===== config.mk =====
export PLATFORM = sky130hd
export DESIGN_NAME = cic_comp_fir
export DESIGN_NICKNAME = d
export VERILOG_FILES = /design/src/rtl/cic_comp_pkg.sv /design/src/rtl/cic_comp_fir_round_sat.sv /design/src/rtl/cic_comp_fir.sv
export SDC_FILE = /design/constraint.sdc
export NUM_CORES = 1
export LEC_CHECK = 0
export BUFFER_PORTS_ARGS = -buffer_cell sky130_fd_sc_hd__buf_2
export CAP_MARGIN = 30
export CORE_ASPECT_RATIO = 2
export CORE_MARGIN = 4
export CORE_UTILIZATION = 41
export DETAILED_ROUTE_END_ITERATION = 12
export PLACE_DENSITY = 0.58
export SETUP_SLACK_MARGIN = 0.3
export SYNTH_ARGS = -nofsm -noshare
export SYNTH_HDL_FRONTEND = slang
export SYNTH_SLANG_ARGS = --single-unit

===== constraint.sdc =====
create_clock -name clk -period 6.8 [get_ports clk]
set_input_delay 0.34 -clock clk [delete_from_list [all_inputs] [get_ports clk]]
set_output_delay 0.34 -clock clk [all_outputs]
set_load 0.01 [all_outputs]

===== src/rtl/cic_comp_pkg.sv =====
// Shared definitions for the CIC droop-compensation FIR: coefficient set,
// controller states and the accumulator width helper.
package cic_comp_pkg;

  localparam int TAPS_P      = 5;
  localparam int COEF_BITS_P = 8;

  // Coefficients sum to 64, so a shift by 6 gives unity DC gain.
  localparam logic signed [COEF_BITS_P-1:0] COEF [TAPS_P] =
    '{-8'sd2, -8'sd6, 8'sd80, -8'sd6, -8'sd2};

  typedef enum logic [1:0] {
    IDLE = 2'd0,
    MAC  = 2'd1,
    OUT  = 2'd2
  } state_e;

  function automatic int acc_bits(input int bits, input int coef_bits, input int taps);
    return bits + coef_bits + $clog2(taps);
  endfunction

endpackage


===== src/rtl/cic_comp_fir_round_sat.sv =====
// Combinational round-half-up, arithmetic right shift and saturation to a
// narrower signed width. One guard bit keeps the rounding add from wrapping.
module round_sat #(
  parameter int IN_BITS  = 21,
  parameter int OUT_BITS = 10,
  parameter int SHIFT    = 6
) (
  input  logic signed [IN_BITS-1:0]  din_i,
  output logic signed [OUT_BITS-1:0] dout_o
);

  localparam int W = IN_BITS + 1;
  localparam logic signed [W-1:0] HALF = W'(2 ** (SHIFT - 1));
  localparam logic signed [W-1:0] MAXV = W'(2 ** (OUT_BITS - 1) - 1);
  localparam logic signed [W-1:0] MINV = W'(-(2 ** (OUT_BITS - 1)));

  function automatic logic signed [W-1:0] round_f(input logic signed [IN_BITS-1:0] x);
    logic signed [W-1:0] r;
    r = $signed({x[IN_BITS-1], x}) + HALF;
    return r >>> SHIFT;
  endfunction

  function automatic logic signed [OUT_BITS-1:0] sat_f(input logic signed [W-1:0] y);
    if (y > MAXV)      return MAXV[OUT_BITS-1:0];
    else if (y < MINV) return MINV[OUT_BITS-1:0];
    else               return y[OUT_BITS-1:0];
  endfunction

  assign dout_o = sat_f(round_f(din_i));

endmodule


===== src/rtl/cic_comp_fir.sv =====
// Droop-compensation FIR behind the CIC decimator: one multiply-accumulate per
// clock over the delay line, then round/saturate and a one-cycle ready strobe.
module cic_comp_fir
  import cic_comp_pkg::*;
#(
  parameter int BITS      = 10,
  parameter int TAPS      = 5,
  parameter int COEF_BITS = 8,
  parameter int SHIFT     = 6
) (
  input  logic                   clk,
  input  logic                   rst,
  input  logic signed [BITS-1:0] stream_in,
  input  logic                   valid,
  output logic signed [BITS-1:0] stream_out,
  output logic                   ready,
  output logic                   busy,
  output logic                   overrun
);

  localparam int ACC_BITS  = acc_bits(BITS, COEF_BITS, TAPS);
  localparam int PROD_BITS = BITS + COEF_BITS;
  localparam int IDX_W     = $clog2(TAPS);

  state_e                      state_q;
  logic [IDX_W-1:0]            idx_q;
  logic signed [ACC_BITS-1:0]  acc_q;
  logic signed [ACC_BITS-1:0]  acc_d;
  logic signed [BITS-1:0]      tap_q [TAPS];
  logic signed [PROD_BITS-1:0] prod;
  logic signed [BITS-1:0]      rs_out;
  logic signed [BITS-1:0]      out_q;
  logic                        ready_q;
  logic                        ovr_q;

  // Operands widened first so the product is formed at full precision.
  always_comb begin
    prod  = PROD_BITS'(tap_q[idx_q]) * PROD_BITS'(COEF[idx_q]);
    acc_d = acc_q + ACC_BITS'(prod);
  end

  round_sat #(
    .IN_BITS (ACC_BITS),
    .OUT_BITS(BITS),
    .SHIFT   (SHIFT)
  ) u_round_sat (
    .din_i (acc_q),
    .dout_o(rs_out)
  );

  always_ff @(posedge clk) begin
    if (rst) begin
      state_q <= IDLE;
      idx_q   <= '0;
      acc_q   <= '0;
      out_q   <= '0;
      ready_q <= 1'b0;
      ovr_q   <= 1'b0;
      for (int k = 0; k < TAPS; k++) tap_q[k] <= '0;
    end else begin
      ready_q <= 1'b0;
      case (state_q)
        IDLE: begin
          if (valid) begin
            for (int k = TAPS - 1; k > 0; k--) tap_q[k] <= tap_q[k-1];
            tap_q[0] <= stream_in;
            acc_q    <= '0;
            idx_q    <= '0;
            state_q  <= MAC;
          end
        end
        MAC: begin
          acc_q <= acc_d;
          idx_q <= idx_q + 1'b1;
          if (idx_q == IDX_W'(TAPS - 1)) state_q <= OUT;
        end
        OUT: begin
          out_q   <= rs_out;
          ready_q <= 1'b1;
          state_q <= IDLE;
        end
        default: state_q <= IDLE;
      endcase
      // Samples arriving mid-computation are dropped but remembered.
      if (valid && state_q != IDLE) ovr_q <= 1'b1;
    end
  end

  assign stream_out = out_q;
  assign ready      = ready_q;
  assign busy       = (state_q != IDLE);
  assign overrun    = ovr_q;

endmodule


==> impl_results.md <==
* DR vias/cell at 5.22
* Count of cell types in the netlist at 53
* Arr. time, crit path at between 6 and 7 ns
* Post-Syn Area at about 7300 um2
* DRT antenna net count at 0
* Post-layout min period at roughly 6 ns
* Syn avg cell area at 10.7 um2
* Final Max Slew Viols at 0
* Die width at roughly 100 um
* CORE AREA at 17,400 um2
* Hold path startpoint: stream_in[6]
* Max FO, Critical Path at 10
* Clock buffer count from CTS at 9
* Actual transition at the worst max-transition pin at about 0.8 ns
* Io pins at 26
* Rel. slew slack at a little under half
* Worst setup EP type: register
* Final hold violation count at 0
* Root buffer cell: clkbuf_16
* Yosys Warn Count at 0
* DIE AREA at slightly above 20,000 um2
* Status: completed
* CP delay by family, top: adder cells
* Mapped Cells at 687
* Clock Pin Slew Worst Setup and Hold Paths at 0.08 ns
* Cell Chain, Critical Path: buf_4 -> mux4_2 -> mux2i_1 -> inv_1 -> o21ai_0 -> inv_1 -> ha_1 -> or2_2 -> fa_1 -> fa_1 -> inv_1 -> fa_1 -> inv_1 -> ha_1 -> ha_1 -> a21oi_2 -> nand2_1 -> a221oi_2 -> a21oi_2 -> or4_1 -> a32o_1
* Cell Rows at a little under 70
* Finished Layout Cells at slightly above 900
* Final worst-path cycle share at between 80 and 90%
* Initial antenna violation count at 0
* Worst min path class: input pin to register
* Critical setup path kind: register to register
* DRC viols at 0
* DP Area at between 7000 and 8000 um2
* Starting Density at 42.0%
* Routed len/inst at approximately 16 um
* Kind of start point of the critical path: register
* Number of synthesized register bits at 90
* Clk_skew at roughly 0.0085 ns
* H-tree levels at 3
* Post-synth EDFFs at 50
* Fmax achieved at 164 MHz
* Max Cap Viol at 0
* Setup-failing EPs final at 0
* R2R depth at 21
* Met1 Track Usage GR at about 17%
* Maximum number of pins on one net before global-route repair at 52
* Skew-Pair Late Insertion Delay at around 0.36 ns
* Hold buffer count at cts at 0
* Final wirelength at 14.8 mm
* First-pass GRT wire length at between 20 and 25 mm
* Fin nets at approximately 900
* Hold Path End: tap_q[0][6]
* Longest Clk Path Bufs at 2
* Capture point of the worst reg-to-reg path: acc_q[18]
* Port buffer count at 25
* Worst EP required at just over 7 ns
* Diode count at 0
* Syn nets at between 800 and 900
* Final setup TNS at 0 ns
* Synthesis-to-layout area growth at 10.1%
* Met2 usage at between 20% and 30%
* Final Instance Area at 8070 um2
* Hold slack at 0.249 ns
* Gr busiest metal: met2
* GRT Util Overall at 15.9%
* Most frequent CP cell: inv_1
* Synth async-reset ratio at 0%
* Layout cells sized above 1 at between 10% and 20%
* Met3 Usage GRT at 2.37%
* Peak per-stage delay on the critical path at roughly 0.52 ns
* DRT iter0 DRCs at approximately 120
* DP Wirelength at ~12 mm
* Die Ht at approximately 200 um
* RSZ-0062 raised after global routing: false
* Routability cong. at roughly 0.87
* CTS tree: built
* Worst R2R Setup Slack at roughly 0.69 ns
* DP Cell Count at around 920
* Gr ovfl total at 0
* Vias in the first global route at about 5,300
* Sequential cell area fraction in the yosys report at between 30% and 40%
* CP Buf/Inv Count at 5
* Clock Sinks at 90
* CP max stage cell: fa_1
* Vias at ~5,000
* Detailed Routing Iterations Pass 1 at 4
* Prevailing post-synth register cell: edfxtp_1
* Worst hold path stage count at 2
## registers in the layout (all words and copies together), names as in the netlist, named ones only
name / count
acc_q: 20
idx_q: 3
overrun: 1
ready: 1
state_q: 2
stream_out: 10
tap_q: 50
## metal layers
metal / up-vias / share of wire (%)
met5: - / 0
met1: 2377 / 37
met2: 94 / 56
met3: 36 / 3.3
met4: 0 / 3.7
li1: 2362 / -
## repair_timing
item,4_1_cts,5_1_grt
setup endpoints to repair,0,3
resized for setup,0,2
buffers inserted,0,0
## kinds of logic after synthesis
logic type | count (synthesis) | synth area share (%)
adder cells (fa/ha/maj) | 146 | 32.0
AND/OR/NAND/NOR | 184 | 13.1
buffers and inverters | 130 | 6.73
flip-flops | 90 | 31.4
XOR/XNOR | 25 | 2.99
AO/OA/AOI/OAI | 89 | 8.72
multiplexers | 23 | 5.07
## layout make-up
type,instances,area [um2]
fillers,1620,9370
multi-input cells,467,4550
flip-flops and latches,90,2300
inverters,110,413
well taps,210,263
repair buffers,40,238
clock buffers,9,225
clock inverters,7,81.3
## cells in the final DEF (no fill, tap or decap), drive strengths merged, types with 11 or more instances in the layout
master	n
xor2	11
xnor2	14
nand3	12
nand2	40
ha	77
dfxtp	40
fa	69
inv	112
and2	55
buf	40
o21ai	19
nor2	35
a21oi	16
edfxtp	50
## metrics by stage
step	utilization, %	worst slack (ns)
2_1_floorplan	-	0.693
3_3_place_gp	44.5	0.660
3_5_place_dp	44.5	0.528
4_1_cts	46.2	0.503
5_1_grt	46.3	0.334
6_report	46.3	0.687
## synth_stat cells (9+ instances only)
library cell  instances  share of area [%]
fa_1                 69                 19
o21ai_0              16                1.1
ha_1                 77                 13
nand2_1              40                2.0
dfxtp_1              40                 11
inv_1               109                5.6
edfxtp_1             50                 20
mux2i_1               9                1.2
clkbuf_1             15               0.77
nor2_1               35                1.8
mux4_2               10                3.1
a21oi_1              14               0.96
o211ai_1              9               0.92
xnor2_1              14                1.7
and2_1               54                4.6
nand3_1              12               0.82
xor2_1               11                1.3
## worst max-delay path by stage
stage / cells after the start / slack, ns / from / end
3_5_place_dp: 19 / 0.53 / register / acc_q[18]
5_1_grt: 21 / 0.33 / register / acc_q[18]
3_3_place_gp: 19 / 0.66 / register / acc_q[18]
4_1_cts: 19 / 0.50 / register / acc_q[18]
6_report: 21 / 0.69 / register / acc_q[18]
2_1_floorplan: 19 / 0.69 / register / acc_q[18]
Power is left out: the tool's default activity adds up to more than one toggle a clock period on the data nets, which glitch-free logic cannot reach.
